$ cat src/rtl/hc_mmio_rd_responder_pkg.sv
// HardCloud CSR read-side definitions: CCI-P MMIO types, register offsets and the read selector.
// The optional perf counters (HC_MMIO_RD_PERF_EN) live in the responder top.
package hc_mmio_rd_responder_pkg;

  localparam int HC_BUFFER_SIZE = 3;

  localparam logic [15:0] HC_DFH          = 16'h000;
  localparam logic [15:0] HC_AFU_ID_L     = 16'h008;
  localparam logic [15:0] HC_AFU_ID_H     = 16'h010;
  localparam logic [15:0] HC_DSM_BASE     = 16'h110;
  localparam logic [15:0] HC_CONTROL      = 16'h118;
  localparam logic [15:0] HC_BUFFER_BASE  = 16'h120;
  localparam logic [15:0] HC_STATUS       = 16'h180;
  localparam logic [15:0] HC_ERR_CNT      = 16'h188;
  localparam logic [15:0] HC_PERF_CYCLES  = 16'h190;
  localparam logic [15:0] HC_PERF_READS   = 16'h198;
  localparam logic [15:0] HC_MMIO_RD_LIMIT = 16'h400;

  localparam logic [63:0] HC_DFH_VALUE = {4'h1, 8'h0, 4'h0, 7'h0, 1'b1, 16'h0, 24'h0};

  typedef struct packed {
    logic [1:0]  vc_used;
    logic        rsvd1;
    logic        hit_miss;
    logic [1:0]  rsvd0;
    logic [1:0]  cl_num;
    logic [3:0]  resp_type;
    logic [15:0] mdata;
  } t_ccip_c0_RspMemHdr;

  typedef struct packed {
    logic [15:0] address;
    logic [1:0]  length;
    logic        rsvd0;
    logic [8:0]  tid;
  } t_ccip_c0_ReqMmioHdr;

  typedef struct packed {
    t_ccip_c0_RspMemHdr hdr;
    logic [511:0]       data;
    logic               rspValid;
    logic               mmioRdValid;
    logic               mmioWrValid;
  } t_if_ccip_c0_Rx;

  typedef struct packed {
    logic [8:0] tid;
  } t_ccip_c2_RspMmioHdr;

  typedef struct packed {
    t_ccip_c2_RspMmioHdr hdr;
    logic                mmioRdValid;
    logic [63:0]         data;
  } t_if_ccip_c2_Tx;

  typedef struct packed {
    logic [63:0] address;
    logic [31:0] size;
  } t_hc_buffer;

  typedef struct packed {
    logic [8:0]  tid;
    logic [15:0] address;
    logic [1:0]  length;
  } t_hc_rd_req;

  typedef enum logic [3:0] {
    HC_SEL_ZERO, HC_SEL_DFH, HC_SEL_ID_L, HC_SEL_ID_H, HC_SEL_DSM, HC_SEL_CONTROL,
    HC_SEL_BUF_ADDR, HC_SEL_BUF_SIZE, HC_SEL_STATUS, HC_SEL_ERR_CNT,
    HC_SEL_PERF_CYCLES, HC_SEL_PERF_READS
  } t_hc_rd_sel;

  // Byte offset (64-bit aligned) to register select; fixed registers win over the buffer window.
  function automatic t_hc_rd_sel hc_mmio_rd_sel(input logic [15:0] offset,
                                                input int unsigned num_buffers);
    t_hc_rd_sel sel;
    sel = HC_SEL_ZERO;
    case (offset)
      HC_DFH:         sel = HC_SEL_DFH;
      HC_AFU_ID_L:    sel = HC_SEL_ID_L;
      HC_AFU_ID_H:    sel = HC_SEL_ID_H;
      HC_DSM_BASE:    sel = HC_SEL_DSM;
      HC_CONTROL:     sel = HC_SEL_CONTROL;
      HC_STATUS:      sel = HC_SEL_STATUS;
      HC_ERR_CNT:     sel = HC_SEL_ERR_CNT;
      HC_PERF_CYCLES: sel = HC_SEL_PERF_CYCLES;
      HC_PERF_READS:  sel = HC_SEL_PERF_READS;
      default:        sel = HC_SEL_ZERO;
    endcase
    if (sel == HC_SEL_ZERO && offset >= HC_BUFFER_BASE &&
        {16'h0, offset} < 32'(HC_BUFFER_BASE) + (num_buffers << 4))
      sel = offset[3] ? HC_SEL_BUF_SIZE : HC_SEL_BUF_ADDR;
    return sel;
  endfunction

endpackage

$ cat src/rtl/hc_mmio_rd_mux.sv
// Combinational HardCloud CSR read map: 64-bit aligned byte offset to register value.
// Kept standalone so individual AFUs can extend the map.
module hc_mmio_rd_mux
  import hc_mmio_rd_responder_pkg::*;
#(
  parameter logic [63:0] AFU_ID_H    = 64'h0,
  parameter logic [63:0] AFU_ID_L    = 64'h0,
  parameter int          NUM_BUFFERS = HC_BUFFER_SIZE
) (
  input  logic [15:0] offset,
  input  logic [63:0] dsm_base,
  input  logic [31:0] control,
  input  t_hc_buffer  buffers [NUM_BUFFERS],
  input  logic [63:0] status,
  input  logic [31:0] err_cnt,
  input  logic [63:0] perf_cycles,
  input  logic [31:0] perf_reads,
  output logic [63:0] value
);

  t_hc_rd_sel  sel;
  logic [11:0] buf_idx;

  assign buf_idx = offset[15:4] - HC_BUFFER_BASE[15:4];

  always_comb begin
    value = '0;
    sel   = hc_mmio_rd_sel(offset, NUM_BUFFERS);
    case (sel)
      HC_SEL_DFH:         value = HC_DFH_VALUE;
      HC_SEL_ID_L:        value = AFU_ID_L;
      HC_SEL_ID_H:        value = AFU_ID_H;
      HC_SEL_DSM:         value = dsm_base;
      HC_SEL_CONTROL:     value = {32'h0, control};
      HC_SEL_STATUS:      value = status;
      HC_SEL_ERR_CNT:     value = {32'h0, err_cnt};
      HC_SEL_PERF_CYCLES: value = perf_cycles;
      HC_SEL_PERF_READS:  value = {32'h0, perf_reads};
      HC_SEL_BUF_ADDR, HC_SEL_BUF_SIZE: begin
        for (int unsigned i = 0; i < NUM_BUFFERS; i++) begin
          if (buf_idx == 12'(i))
            value = (sel == HC_SEL_BUF_ADDR) ? buffers[i].address : {32'h0, buffers[i].size};
        end
      end
      default:            value = '0;
    endcase
  end

endmodule

$ cat src/rtl/hc_mmio_rd_responder.sv
// HardCloud MMIO read responder: c0 Rx MMIO read -> c2 Tx response two cycles later.
// Optional perf counters at 0x190/0x198 are built only when HC_MMIO_RD_PERF_EN is defined.
module hc_mmio_rd_responder
  import hc_mmio_rd_responder_pkg::*;
#(
  parameter logic [63:0] AFU_ID_H    = 64'h0,
  parameter logic [63:0] AFU_ID_L    = 64'h0,
  parameter int          NUM_BUFFERS = HC_BUFFER_SIZE
) (
  input  logic           clk,
  input  logic           reset,
  input  t_if_ccip_c0_Rx rx_mmio,
  output t_if_ccip_c2_Tx tx_mmio,
  input  logic [63:0]    dsm_base,
  input  logic [31:0]    control,
  input  t_hc_buffer     buffers [NUM_BUFFERS],
  input  logic [63:0]    status
);

  t_ccip_c0_ReqMmioHdr rx_hdr;
  logic                accept;
  logic                s0_valid;
  t_hc_rd_req          s0_req;
  logic [15:0]         offset;
  logic [63:0]         reg_value;
  logic [63:0]         rd_data;
  logic                rd_err;
  logic [31:0]         err_cnt;
  logic [63:0]         perf_cycles;
  logic [31:0]         perf_reads;
  logic                unused_bits;

  assign rx_hdr = t_ccip_c0_ReqMmioHdr'(rx_mmio.hdr);
  assign accept = rx_mmio.mmioRdValid && (rx_hdr.address < HC_MMIO_RD_LIMIT);

  always_ff @(posedge clk) begin
    if (reset) begin
      s0_valid <= 1'b0;
      s0_req   <= '0;
    end else begin
      s0_valid <= accept;
      if (accept)
        s0_req <= '{tid: rx_hdr.tid, address: rx_hdr.address, length: rx_hdr.length};
    end
  end

  // Accepted dword addresses are below 0x400, so bits [12:1] cover every 64-bit register.
  assign offset = {1'b0, s0_req.address[12:1], 3'b000};

  hc_mmio_rd_mux #(
    .AFU_ID_H    (AFU_ID_H),
    .AFU_ID_L    (AFU_ID_L),
    .NUM_BUFFERS (NUM_BUFFERS)
  ) u_mux (
    .offset      (offset),
    .dsm_base    (dsm_base),
    .control     (control),
    .buffers     (buffers),
    .status      (status),
    .err_cnt     (err_cnt),
    .perf_cycles (perf_cycles),
    .perf_reads  (perf_reads),
    .value       (reg_value)
  );

  always_comb begin
    rd_data = '0;
    rd_err  = 1'b0;
    case (s0_req.length)
      2'd0:    rd_data = {32'h0, s0_req.address[0] ? reg_value[63:32] : reg_value[31:0]};
      2'd1:    if (s0_req.address[0]) rd_err = 1'b1;
               else                   rd_data = reg_value;
      default: rd_err = 1'b1;
    endcase
  end

  always_ff @(posedge clk) begin
    if (reset) begin
      err_cnt <= '0;
    end else if (s0_valid && rd_err && err_cnt != '1) begin
      err_cnt <= err_cnt + 32'd1;
    end
  end

  // Header and data hold their last response between reads; only the valid pulses.
  always_ff @(posedge clk) begin
    if (reset) begin
      tx_mmio <= '0;
    end else begin
      tx_mmio.mmioRdValid <= s0_valid;
      if (s0_valid) begin
        tx_mmio.hdr.tid <= s0_req.tid;
        tx_mmio.data    <= rd_data;
      end
    end
  end

`ifdef HC_MMIO_RD_PERF_EN
  // Reads are counted as they leave S1, so a read of 0x198 sees only earlier reads.
  always_ff @(posedge clk) begin
    if (reset) begin
      perf_cycles <= '0;
      perf_reads  <= '0;
    end else begin
      perf_cycles <= perf_cycles + 64'd1;
      if (s0_valid)
        perf_reads <= perf_reads + 32'd1;
    end
  end
`else
  assign perf_cycles = '0;
  assign perf_reads  = '0;
`endif

  assign unused_bits = ^{rx_mmio.data, rx_mmio.rspValid, rx_mmio.mmioWrValid,
                         rx_hdr.rsvd0, s0_req.address[15:13]};

endmodule

$ cat config.mk
export PLATFORM = sky130hd
export DESIGN_NAME = hc_mmio_rd_responder
export DESIGN_NICKNAME = d
export VERILOG_FILES = /design/src/rtl/hc_mmio_rd_responder_pkg.sv /design/src/rtl/hc_mmio_rd_mux.sv /design/src/rtl/hc_mmio_rd_responder.sv
export SDC_FILE = /design/constraint.sdc
export NUM_CORES = 1
export LEC_CHECK = 0
export BUFFER_PORTS_ARGS = -buffer_cell sky130_fd_sc_hd__buf_4
export CORE_AREA = 2 2 419 421
export DETAILED_ROUTE_END_ITERATION = 10
export DIE_AREA = 0 0 421 423
export GPL_TIMING_DRIVEN = 0
export PLACE_DENSITY = 0.33
export SYNTH_ARGS = -nofsm -noshare
export SYNTH_HDL_FRONTEND = slang
export SYNTH_SLANG_ARGS = --single-unit
export TNS_END_PERCENT = 5
$ cat constraint.sdc
create_clock -name clk -period 3.85 [get_ports clk]
set_clock_uncertainty 0.1 [all_clocks]
set_input_delay 0.77 -clock clk [delete_from_list [all_inputs] [get_ports clk]]
set_output_delay 0.77 -clock clk [all_outputs]
set_load 0.005 [all_outputs]
Word level (Yosys, flattened, before mapping):

Cells that the tools add are included.

* bits in registers: 131
* input bits: 993
* word-level logic and storage cells: 57

* add/subtract/negate cells: 2
* order comparisons: 3
* equality and inequality tests: 19
* muxes and demuxes: 15
* reductions and logical operators: 10

Operator list (count)
* $mux 64: 7
* $pmux 64 s6: 1
* $pmux 64 s2: 1
* $eq 12x6->1 const B: 6
* $pmux 4 s9: 1
* $add 32x1->32 const B: 1
* $mux 32: 1
* $ne 32x32->1 const B: 1
* $eq 12x1->1 const B: 2
* $eq 12x2->1 const B: 2
* $eq 4x3->1 const B: 4
* $logic_not 16->1: 1
* $lt 16x11->1 const B: 1
* $ge 15x9->1 const B: 1
* $lt 15x9->1 const B: 1
* $logic_not 12->1: 1
* $sub 11x5->12 const B: 1
* $eq 4x4->1 const B: 2
* $logic_and 1x1->1: 5
* $eq 4x1->1 const B: 1
* $logic_not 4->1: 1
* $mux 4: 1
* $eq 2x1->1 const B: 1
* $logic_not 2->1: 1
* other kinds (3): 4

Depth between registers and ports, before layout:

* depth after elaboration: 14
* gate-level depth with buffers: 10
* depth with buffers taken out: 8

Modules after synthesis:

From an unflattened synthesis, not the netlist that was laid out.

* cell total of the unflattened synthesis: 1392
* area, all modules: 10287.4 um2

By module, submodules not included
* hc_mmio_rd_mux: times used 1, cells each 801, area an instance 5146.2 um2, seq. area each 0.0 um2
* hc_mmio_rd_responder: times used 1, cells each 591, area an instance 5141.2 um2, seq. area each 2622.5 um2

Worst setup path before layout:

OpenSTA, ideal clock, no wires.

* kind: reg2reg
* start: register s0_req, in the netlist offset[5]
* end: register tx_mmio[10] (netlist bit)
* arrival time: 2.423 ns
* slack: 1.190 ns
* cell stages (with the launch flop): 10
* period minus slack after synthesis: 2.660 ns
* cells stage by stage: dfxtp_1 > inv_1 > ha_1 > nor2b_1 > and3_1 > o211ai_2 > clkbuf_1 > a211oi_1 > a221oi_1 > a221oi_1

* word-level cells in the longest chain between the ends: 14
* elaborated cells between the ends (all ways): 38

RTL lines
* start: declaration: line hc_mmio_rd_responder.sv:23 `t_hc_rd_req s0_req;`
* start signal: assignment: line hc_mmio_rd_responder.sv:43 `s0_req <= '{tid: rx_hdr.tid, address: rx_hdr.address, length: rx_hdr.length};`
* $eq 12x6->1, or another cell as far along: line hc_mmio_rd_responder_pkg.sv:78 `case (offset)`
* $pmux 4 s9: line hc_mmio_rd_responder_pkg.sv:78
* $logic_not 4->1: line hc_mmio_rd_responder_pkg.sv:90 `if (sel == HC_SEL_ZERO && offset >= HC_BUFFER_BASE &&`
* $logic_and 1x1->1 (2 in series): line hc_mmio_rd_responder_pkg.sv:90
* $mux 4: line hc_mmio_rd_responder_pkg.sv:90
* $eq 4x3->1: line hc_mmio_rd_mux.sv:29, hc_mmio_rd_mux.sv:42
* $mux 64: line hc_mmio_rd_mux.sv:42 `value = (sel == HC_SEL_BUF_ADDR) ? buffers[i].address : {32'h0, buffers[i].size};`
* $mux 64 (3 in series): line hc_mmio_rd_mux.sv:41 `if (buf_idx == 12'(i))`
* $pmux 64 s6 (*): line hc_mmio_rd_mux.sv:29 `case (sel)`
* $mux 64 / $mux 32 (equally long branches): line hc_mmio_rd_responder.sv:71, hc_mmio_rd_responder.sv:70
* $pmux 64 s2 (*): line hc_mmio_rd_responder.sv:69 `case (s0_req.length)`
* end: declaration: line hc_mmio_rd_responder.sv:13 `output t_if_ccip_c2_Tx tx_mmio,`

Every way passes the cells marked *; elsewhere a longest branch is shown, timed or not.
A chain may end at the register's enable or synchronous reset.

Final worst setup path:

* start: register s0_req, in the netlist offset[5]
* end: register tx_mmio[23] (netlist bit)

Same word-level chain as after synthesis.

==> impl_results.md <==
* Rel. slew slack at 16.16%
* Ports at 1067
* CP Data Arrival Time at 3.91 ns
* Synthesized area at 9948 um^2
* Kind of critical path: register to register
* CTS tree: done
* Die area at 178100 um^2
* Max-Cap Viols at 0
* CTS Root Cell: clkbuf_16
* F_max at 271.6 MHz
* Commonest non-fill, non-tap cell in the layout: buf_4
* Cell family with most CP delay: compound AO/OA/AOI/OAI gates
* YS warnings at 0
* EDFF count, synth at 0
* PwrDens at 214.9 nW/um^2
* Critical path buffer and inverter count at 2
* HPWL Detailed at 86750 um
* Worst Tran Pin Value at 1.246 ns
* Ys async rst share at 0%
* Worst setup SP type: register
* Syn Inst Count at 1280
* Multi-input logic area at 6837 um^2
* Final setup vio count at 0
* Main synth FF type: dfxtp_1
* CP Data Required Time at 4.08 ns
* Post-DRT Antenna Nets at 0
* Vias per std cell at 3.010
* Starting density of the core at 5.742%
* Most frequent cells in the layout: 559 x buf_4, 240 x nand2_1, 131 x dfxtp_1, 95 x a21oi_1, 75 x clkbuf_1
* DP Cell Count at 4156
* Fill count at 20304
* Die W at 421 um
* Seq/Total Area, Yosys at 26.36%
* Slew Viols, Final at 0
* Worst Hold Class: register to register
* Cts bufs inserted at 17
* Number of distinct library cells after synthesis at 65
* Layout Nets at 2852
* Static Leak at 6.101 nW
* GRT Total Usage at 10.64%
* Initial antenna violation count at 24
* TritonCTS sink count at 131
* Die H at 423 um
* Core area at 173200 um^2
* Outcome: complete, no violations
* Setup TNS at 0 ns
* Global-route wire length before repair at 125600 um
* Seq cells post-synth at 131
* Area growth, synth to finish at 79.76%
* Gr ovfl total at 0
* WL per Instance at 23.33 um
* Vias in the first global route at 13042
* CP max stage delay at 1.02 ns
* Fin area at 17880 um^2
* Hold Vio Cnt, Final at 0
* Clock Latency Late Sink at 0.48 ns
* Total length of routed wires at 97930 um
* Fin crit share at 95.62%
* Largest net degree at the start of global routing at 17
* Sequential cell area at 2623 um^2
* Crit. End Element: register
* Critical Path Fanout Max at 10
* Syn Nets at 2278
* Iter 0 DRT Violations at 745
* Worst-path clk slew at 0.07 ns
* Worst path cell trace: buf_2, mux2i_1, o2bb2ai_1, inv_1, a2111oi_2, o31ai_1, a22oi_1
* Hold Slack at 0.3562 ns
* Deepest clock path buffer count at 2
* Area after DPL at 17000 um^2
* Fin crit period at 3.681 ns
* Max rail drop VDD at 0.0004129 V
* Residual DRC count at 0
* Ratio of cells with drive above 1 in the final layout at 39.37%
* CTS H-tree lvls at 4
* Port buffer count at 550
* GP Congestion at 0.8327
* Vias at 12636
* Syn_area_per_cell at 7.772 um^2
* Pre-Repair DR Iteration Count at 5
* CP max stage cell: mux2i_1
* Fin util at 10.32%
* Cts-stage hold buffer count at 0
* RSZ-0062 raised after global routing: true
* Final Non-Filler Cells at 4198
* # rows at 153
cell usage after synthesis (all sizes together) (17+ instances only):
master / instances / share of area, %
xor2: 20 / 1.8
nand3: 17 / 0.98
clkbuf: 88 / 3.3
o2bb2ai: 30 / 2.6
o31ai: 32 / 2.4
inv: 40 / 1.5
nor2: 54 / 2.0
a21oi: 99 / 5.0
mux2: 34 / 3.8
dfxtp: 131 / 26
mux2i: 68 / 6.9
buf: 35 / 1.8
a2111oi: 33 / 4.9
o22ai: 30 / 1.9
a22oi: 67 / 5.1
o211ai: 27 / 2.1
nand4: 17 / 1.1
a22o: 32 / 2.8
a31oi: 30 / 1.9
a221oi: 30 / 2.6
nand2: 240 / 9.1
power by group:
part | switching [mW] | internal [mW] | total [mW]
Sequential | 0.00107 | 1.36 | 1.36
Combinational | 0.278 | 0.365 | 0.643
Clock | 0.806 | 1.04 | 1.84
Total | 1.08 | 2.76 | 3.84
layer usage:
metal,vias to the layer above,track usage (%),part of all wire [%]
met3,85,1.516,3.2
li1,5992,-,-
met1,6198,11.01,36
met5,-,0,0.067
met2,351,21.53,57
met4,10,3.441,3.0
flip-flops by register name, summed over array words and instances, names as in the netlist:
signal,count
err_cnt,32
tx_mmio,74
offset,12
s0_valid,1
s0_req,12
logic make-up after synthesis:
| logic type | Yosys count | synth area share (%) |
|---|---|---|
| xor gates and xnor gates | 26 | 2.289 |
| muxes | 102 | 10.73 |
| adders and majority gates | 5 | 0.6289 |
| and+or+nand+nor | 404 | 18.89 |
| AOI/OAI and AO/OA | 449 | 34.42 |
| buffers and inverters | 163 | 6.679 |
| DFF | 131 | 26.36 |
layout make-up:
cell class / count / area share (%)
multi-input cells: 986 / 38.23
repair buffers: 556 / 23.47
well taps: 2325 / 16.27
flip-flops and latches: 131 / 14.66
plain buffers: 122 / 2.980
clock buffers: 18 / 2.400
clock inverters: 14 / 1.070
inverters: 40 / 0.8396
diodes: 6 / 0.08396
final timing paths:
kind | cells past startpoint | to | slack [ns] | startpoint
worst min-delay path | 2 | s0_req[24] | 0.36 | s0_req[24]
worst min register to register | 2 | s0_req[24] | 0.36 | s0_req[24]
worst max-delay path | 7 | tx_mmio[23] | 0.17 | offset[5]
worst max register to register | 7 | tx_mmio[23] | 0.17 | offset[5]
metrics by stage:
step,setup WS [ns],total power [mW]
4_1_cts,-0.06285,3.926
3_3_place_gp,-1.966,2.040
5_1_grt,-0.1004,4.001
6_report,0.1686,3.843
2_1_floorplan,1.190,1.513
3_5_place_dp,-1.481,2.042
what timing repair did:
| action | in CTS | in global routing |
|---|---|---|
| gates resized for setup | 35 | 11 |
| pin swaps | 1 | 0 |
| endpoints found under the hold margin | 0 | 0 |
| endpoints found under the setup margin | 30 | 15 |
| buffers inserted | 5 | 0 |
tightest hold or removal path, stage by stage, from the launching register on:
cell	delay (ns)
dfxtp_1	0.31
nand2_1	0.05
a21oi_1	0.05
(Power assumes the default switching activity.)
